$ cat src/rtl/sd_pkg.sv
// Shared defaults and the FIFO entry type for the event logger.
package sd_pkg;

  localparam int SD_TS_W  = 8;
  localparam int SD_DEPTH = 4;
  localparam int SD_CNT_W = 16;

  typedef struct packed {
    logic [SD_TS_W-1:0] ts;
  } sd_evt_t;

endpackage

$ cat src/rtl/sd_evt_fifo.sv
// Small register-based event FIFO; occupancy tracked by a counter so full/empty never rely on pointer equality.
module sd_evt_fifo
  import sd_pkg::*;
#(
  parameter int  DEPTH = SD_DEPTH,
  parameter type T     = sd_evt_t,
  localparam int AW    = $clog2(DEPTH)
) (
  input  logic        Clk,
  input  logic        Rst_n,
  input  logic        clr,
  input  logic        push,
  input  logic        pop,
  input  T            wdata,
  output T            rdata,
  output logic [AW:0] level,
  output logic        full,
  output logic        empty
);

  T              mem [DEPTH];
  logic [AW-1:0] wptr;
  logic [AW-1:0] rptr;
  logic          do_push;
  logic          do_pop;

  // A push into a full FIFO is only legal when the head leaves on the same edge.
  assign do_pop  = pop && !empty;
  assign do_push = push && (!full || do_pop);

  assign full  = (level == (AW+1)'(DEPTH));
  assign empty = (level == '0);
  assign rdata = mem[rptr];

  always_ff @(posedge Clk or negedge Rst_n) begin
    if (!Rst_n) begin
      wptr  <= '0;
      rptr  <= '0;
      level <= '0;
      for (int i = 0; i < DEPTH; i++) mem[i] <= '0;
    end else if (clr) begin
      wptr  <= '0;
      rptr  <= '0;
      level <= '0;
      for (int i = 0; i < DEPTH; i++) mem[i] <= '0;
    end else begin
      if (do_push) begin
        mem[wptr] <= wdata;
        wptr      <= wptr + 1'b1;
      end
      if (do_pop) rptr <= rptr + 1'b1;
      if (do_push && !do_pop) level <= level + 1'b1;
      else if (do_pop && !do_push) level <= level - 1'b1;
    end
  end

endmodule

$ cat src/rtl/sd_event_logger.sv
// Timestamps each detector hit, queues it for a ready/valid consumer, and keeps hit and drop statistics.
module sd_event_logger
  import sd_pkg::*;
#(
  parameter int TS_W  = SD_TS_W,
  parameter int DEPTH = SD_DEPTH,
  parameter int CNT_W = SD_CNT_W
) (
  input  logic                     Clk,
  input  logic                     Rst_n,
  input  logic                     Y,
  input  logic                     Clr,
  output logic                     Rd_Valid,
  input  logic                     Rd_Ready,
  output logic [TS_W-1:0]          Rd_Ts,
  output logic [$clog2(DEPTH):0]   Level,
  output logic [CNT_W-1:0]         Match_Cnt,
  output logic                     Overflow
);

  typedef struct packed {
    logic [TS_W-1:0] ts;
  } evt_t;

  logic [TS_W-1:0] ts;
  evt_t            wr_evt;
  evt_t            rd_evt;
  logic            fifo_full;
  logic            fifo_empty;
  logic            pop;
  logic            drop;

  assign Rd_Valid = !fifo_empty;
  assign pop      = Rd_Valid && Rd_Ready;
  assign drop     = Y && fifo_full && !pop;
  assign wr_evt   = '{ts: ts};
  assign Rd_Ts    = rd_evt.ts;

  sd_evt_fifo #(
    .DEPTH (DEPTH),
    .T     (evt_t)
  ) u_fifo (
    .Clk   (Clk),
    .Rst_n (Rst_n),
    .clr   (Clr),
    .push  (Y),
    .pop   (pop),
    .wdata (wr_evt),
    .rdata (rd_evt),
    .level (Level),
    .full  (fifo_full),
    .empty (fifo_empty)
  );

  always_ff @(posedge Clk or negedge Rst_n) begin
    if (!Rst_n) ts <= '0;
    else if (Clr) ts <= '0;
    else ts <= ts + 1'b1;
  end

  // Counts every hit, including dropped ones, and parks at all-ones instead of wrapping.
  always_ff @(posedge Clk or negedge Rst_n) begin
    if (!Rst_n) Match_Cnt <= '0;
    else if (Clr) Match_Cnt <= '0;
    else if (Y && (Match_Cnt != '1)) Match_Cnt <= Match_Cnt + 1'b1;
  end

  always_ff @(posedge Clk or negedge Rst_n) begin
    if (!Rst_n) Overflow <= 1'b0;
    else if (Clr) Overflow <= 1'b0;
    else if (drop) Overflow <= 1'b1;
  end

endmodule

$ cat config.mk
export PLATFORM = sky130hd
export DESIGN_NAME = sd_event_logger
export DESIGN_NICKNAME = d
export VERILOG_FILES = /design/src/rtl/sd_pkg.sv /design/src/rtl/sd_evt_fifo.sv /design/src/rtl/sd_event_logger.sv
export SDC_FILE = /design/constraint.sdc
export NUM_CORES = 1
export LEC_CHECK = 0
export ABC_AREA = 1
export BUFFER_PORTS_ARGS = -buffer_cell sky130_fd_sc_hd__clkbuf_2
export CAP_MARGIN = 25
export CORE_MARGIN = 2
export CORE_UTILIZATION = 25
export CTS_BUF_LIST = sky130_fd_sc_hd__clkbuf_2 sky130_fd_sc_hd__clkbuf_4 sky130_fd_sc_hd__clkbuf_8
export DETAILED_ROUTE_END_ITERATION = 10
export PLACE_DENSITY = 0.38
export RECOVER_POWER = 100
export SYNTH_ARGS = -nofsm -noshare
export SYNTH_HDL_FRONTEND = slang
export SYNTH_SLANG_ARGS = --single-unit
$ cat constraint.sdc
create_clock -name Clk -period 3.54 [get_ports Clk]
set_clock_uncertainty 0.15 [all_clocks]
set_input_delay 0.531 -clock Clk [delete_from_list [all_inputs] [get_ports Clk]]
set_output_delay 0.531 -clock Clk [all_outputs]
set_load 0.005 [all_outputs]
Word level (Yosys, flattened, before mapping)
Cells that the tools add are included.
{"block": "classes", "n_addsub": 6, "order_cmp": 3, "n_eq_ne": 2, "mux": 20, "bitwise": 2, "n_reduce_logical": 21}
{"operator": "$mux W32", "n": 2}
{"operator": "$bwmux W32", "n": 1}
{"operator": "$mux W16", "n": 2}
{"operator": "$mux W8", "n": 4}
{"operator": "$add A16 B1 Y16 const B", "n": 1}
{"operator": "$bmux W8 S2", "n": 1}
{"operator": "$demux W8 S2", "n": 1}
{"operator": "$ne A16 B16 Y1 const B", "n": 1}
{"operator": "$logic_and A1 B1 Y1", "n": 9}
{"operator": "$mux W3", "n": 3}
{"operator": "$add A8 B1 Y8 const B", "n": 1}
{"operator": "$mux W2", "n": 4}
{"operator": "$reduce_bool A2 Y1", "n": 4}
{"operator": "$ge A3 B3 Y1 const B", "n": 2}
{"operator": "$not A2 Y3", "n": 2}
{"operator": "$logic_not A1 Y1", "n": 5}
{"operator": "$add A2 B1 Y2 const B", "n": 2}
{"operator": "$add A3 B1 Y3 const B", "n": 1}
{"operator": "$eq A3 B3 Y1 const B", "n": 1}
{"operator": "$logic_not A3 Y1", "n": 1}
{"operator": "$lt A3 B1 Y1 const B", "n": 1}
{"operator": "$reduce_bool A3 Y1", "n": 1}
{"operator": "$sub A3 B1 Y3 const B", "n": 1}
{"operator": "$mux W1", "n": 2}
{"operator": "$logic_or A1 B1 Y1", "n": 1}
{"block": "word_totals", "register_bits": 64, "elab_cells": 64}

Logic depth before layout (Yosys ltp)
{"block": "depth", "word_depth": 11, "ltp_mapped": 10}

Cells and area by module
Synthesis repeated with hierarchy kept, for this count alone.
{"block": "unflattened", "hier_cells": 467, "hier_area_um2": 3602.2}
{"module": "sd_evt_fifo", "n_inst": 1, "cells_each": 264, "area_each_um2": 2152.1, "seq_area_each_um2": 975.9}
{"module": "sd_event_logger", "n_inst": 1, "cells_each": 203, "area_each_um2": 1450.1, "seq_area_each_um2": 625.6}

Worst setup path after synthesis
No wires, ideal clock.
{"block": "synth_path", "kind": "register to output", "from": "register u_fifo.rptr[0]", "to": "output port Rd_Ts[0]", "t_arrival_ns": 1.146, "required_time_ns": 2.859, "slack_ns": 1.713, "stages_incl_launch_ff": 6, "path_cell_list": "dfrtp_1 clkbuf_1 inv_1 clkbuf_1 nor2_1 o22ai_1"}
{"block": "synth_between", "elab_chain_cells": 4}
{"element": "from (decl)", "line": "sd_evt_fifo.sv:23", "source": "logic [AW-1:0] rptr;"}
{"element": "from (signal assigned)", "line": "sd_evt_fifo.sv:51", "source": "if (do_pop) rptr <= rptr + 1'b1;"}
{"element": "$not A2 Y3 (not written as such)", "line": "sd_evt_fifo.sv:33", "source": "assign rdata = mem[rptr];"}
{"element": "$bmux W8 S2", "line": "sd_evt_fifo.sv:33"}
{"element": "$mux W8 (not written as such) (2 in series)", "line": "sd_evt_fifo.sv:33"}
{"element": "to (decl)", "line": "sd_event_logger.sv:15", "source": "output logic [TS_W-1:0] Rd_Ts,"}
Every way passes these cells. The select of a mux whose other input is x is not followed.

==> results.md <==
- The routed layout has approximately 2900 vias.
- For this run, the register share of the synthesized area comes to 0.4940.
- Row generation in the floorplan step produced between 40 and 50 rows.
- The final hold violation count came to 0.
- After layout, the minimum clock period comes to 2665 ps.
- Across every metal layer, demand over resource in global routing totals 0.1408.
- The area growth from synthesis to final layout is 16.60%.
- The via count of the first global-routing pass was approximately 2800.
- The initial antenna violation count was 0.
- The post-synthesis compound-gate area fraction is 0.1231.
- The core outline area is about 13000 µm².
- The number of pins with negative max-slew slack in the final report is 28.
- The clock latency reported for the late side of the worst-skew pair is between 300 and 400 ps.
- The total setup buffers inserted after CTS is 0.
- The residual antenna-violating net count after detailed routing is 0.
- The CTS root buffer is clkbuf_8.
- At the worst endpoint, the required time is about 3600 ps.
- VDD sags by at most 0.1378 mV.
- The multiplexer share of the synthesized area is 0.
- Headroom to the max-slew limit came out at -0.02900.
- In this run the count of I/O pins placed on the die edge is 34.
- The register bit total from synthesis is between 60 and 70.
- The die outline area is between 10000 and 15000 µm².
- Of the total synthesized cell area, the portion taken by XOR and XNOR cells is 0.01351.
- The routed via count divided by cell count is 4.714.
- The H-tree depth is 3.
- At the pin with the least slew margin, the transition time is approximately 1500 ps.
- The startpoint-to-endpoint class of the critical path is primary input to asynchronous set/reset pin.
- The floorplan step set the die width to roughly 120 µm.
- The number of warnings issued by yosys is 0.
- The static power due to leakage is about 1.7 nW.
- The first TritonRoute pass finished after 4 iterations.
- The endpoint kind of the worst setup timing path is an asynchronous set/reset pin.
- The number of clock buffers added by TritonCTS is 9.
- The number of port buffers is 33.
- The clock passes through at most 2 buffers.
- The kind of cell with the highest combined delay on the critical path is buffers and inverters.
- The number of instances in the synthesized netlist is approximately 400.
- In the finished design, the share of the clock period the worst path needs comes to 0.7528.
- The share of the core filled with cells in the final layout is 0.2995.
- The antenna diode count is 0.
- Across the run, the number of max-cap violations was 1.
- The first global-routing pass estimated around 15000 µm of wire.
- The final wirelength is around 9200 µm.
- Entering global routing, the biggest net connects 56 pins.
- In this run the worst path has a maximum fanout of 27.
- By area, the combinational part of the netlist is dominated by simple AND/OR/NAND/NOR gates.
- Gates resized during post-CTS repair numbered 0.
- The delay of the slowest cell on the worst path is approximately 1200 ps.
- For this block, the initial DRC count from the detailed router was approximately 160.
- STA classifies the critical path startpoint as a primary input.
- The final reports fail on max-capacitance violations, max-slew violations.
- The number of buffers and inverters on the critical path is 2.
- The critical path goes through clkbuf_1 > clkbuf_1.
- The fraction of the mapped netlist area in simple logic gates is 0.2864.
- The total overflow left after global routing is 0.
- The flow ran to the end, but the final reports show violations.
- The count of fill cells added during filler insertion is 1419.
- Power spread over the standard cell area amounts to approximately 490 nW/µm².
- Setup violations remaining at the end of the flow were counted as 0.
- The mean post-synth cell area is approximately 8.2 µm².
- The effective utilization at floorplan is 0.2569.
- The adder and majority gate portion of the synthesized area is 0.02933.
- After clock tree synthesis, the clock-pin slew on the worst setup and hold paths is 80 ps.
- Leaving out fill and tap cells, the most frequent cell in the layout is nand2_1.
- The congestion estimate from routability-driven global placement came to between 0.7 and 0.8.
- The top cell types in the final layout, fill and taps aside, are nand2_1 (77), dfrtp_1 (64), o21ai_0 (56), nand3_1 (56), nor2_1 (37).
- The worst hold path class is primary input to asynchronous set/reset pin.
- The post-synth design cell area is between 3000 and 4000 µm².
- TritonCTS built the clock tree.
- The count of unique library cells instantiated by Yosys is 28.
- Once detailed placement completed, the half-perimeter wirelength came to 6150 µm.
- For this design, the CTS-stage hold fixing added 0 buffers.
- The average wire per cell in the routed design is 15.09 µm.
- In this design, the critical path's most frequently occurring cell is clkbuf_1.
- The number of DRC violations after detailed routing is 0.
- In the final layout, the share of cells above drive strength 1 is 0.09862.
- Setup repair after global routing left no endpoint under its margin.
- Summed over all failing endpoints, the final setup total negative slack is 0 ps.
- The number of nets in the layout is 443.
- The floorplan step set the die height to ~120 µm.
- Synthesis produced a netlist with a net count of about 410.
- The master of the slowest instance on the critical path is clkbuf_1.
- Clock tree synthesis found a total of 64 sinks.
- The data arrival time of the critical path is between 2000 and 3000 ps.
- The maximum operating frequency is 375.3 MHz.
-- final cells by class --
type,count,area (µm²),share of cell area
Sequential cell,64,1602,0.4237
Multi-Input combinational cell,289,1466,0.3880
Tap cell,172,215.2,0.05693
Timing Repair Buffer,36,160.2,0.04237
Clock buffer,9,123.9,0.03277
Inverter,31,116.4,0.03078
Clock inverter,7,96.34,0.02549
-- power breakdown --
part / switching [mW] / internal, mW
clock: 0.319 / 0.396
combinational: 0.219 / 0.108
sequential: 0.0394 / 0.760
-- per-layer routing --
metal | vias up | share of wire | routed length (µm) | GRT usage
li1 | 1412 | - | - | -
met1 | 1391 | 0.47 | 4353 | 0.1888
met2 | 50 | 0.47 | 4346 | 0.2242
met3 | 13 | 0.036 | 328 | 0.02713
met4 | 0 | 0.016 | 144 | 0.05422
met5 | - | 0 | 0 | 0
-- through the flow --
step,cell area [µm²],hold WS [ps],setup WS [ps],std cells,power (mW)
2_1_floorplan,3242,85.41,1713,396,1.014
3_3_place_gp,3587,331.6,1383,592,1.158
3_5_place_dp,3587,335.6,1356,592,1.158
4_1_cts,3807,10.07,940.1,608,1.887
5_1_grt,3780,328.9,357.5,608,1.968
6_report,3780,305.1,875.1,608,1.841
-- synthesized netlist by cell type, drive strengths merged --
cell | count | area, µm²
a21oi | 8 | 40.04
and2 | 1 | 6.260
buf | 6 | 35.03
clkbuf | 6 | 22.52
clkinv | 1 | 3.750
dfrtp | 64 | 1602
fa | 1 | 20.02
ha | 6 | 75.07
inv | 30 | 112.6
nand2 | 77 | 289.0
nand3 | 57 | 290.3
nand3b | 3 | 22.52
nand4 | 16 | 100.1
nor2 | 41 | 187.7
nor3 | 4 | 20.02
o21a | 1 | 7.510
o21ai | 56 | 280.3
o21bai | 2 | 15.01
o22ai | 9 | 56.30
or2 | 2 | 12.51
xnor2 | 1 | 8.760
xor2 | 4 | 35.03
-- flip-flops by register name, summed over array words and instances (netlist names) --
signal / flops
Match_Cnt: 16
Overflow: 1
u_fifo.level: 3
u_fifo.mem: 32
u_fifo.rptr: 2
ts: 8
u_fifo.wptr: 2
-- cells by family (layout without fill, tap and decap cells) --
group           after synthesis  in the layout
simple gates                201            201
compound gates               76             76
fa+ha+maj                     7              7
xor+xnor                      5              5
flops                        64             64
buf+inv                      43             83
-- path summary, 6_finish.rpt --
kind | slack (ps) | cells past startpoint | to | start
setup / recovery | 880 | 2 | u_fifo.level[2] | Rst_n
hold / removal | 310 | 1 | u_fifo.mem[2] | Rst_n
setup reg to reg | 1540 | 7 | u_fifo.mem[3] | u_fifo.level[1]
hold reg to reg | 340 | 1 | ts[0] | ts[0]
max in group Clk | 1010 | 4 | Rd_Ts[6] | u_fifo.rptr[0]
min in group Clk | 320 | 3 | u_fifo.rptr[0] | Rd_Ready
Note: power is estimated with default switching activity, not from simulation.
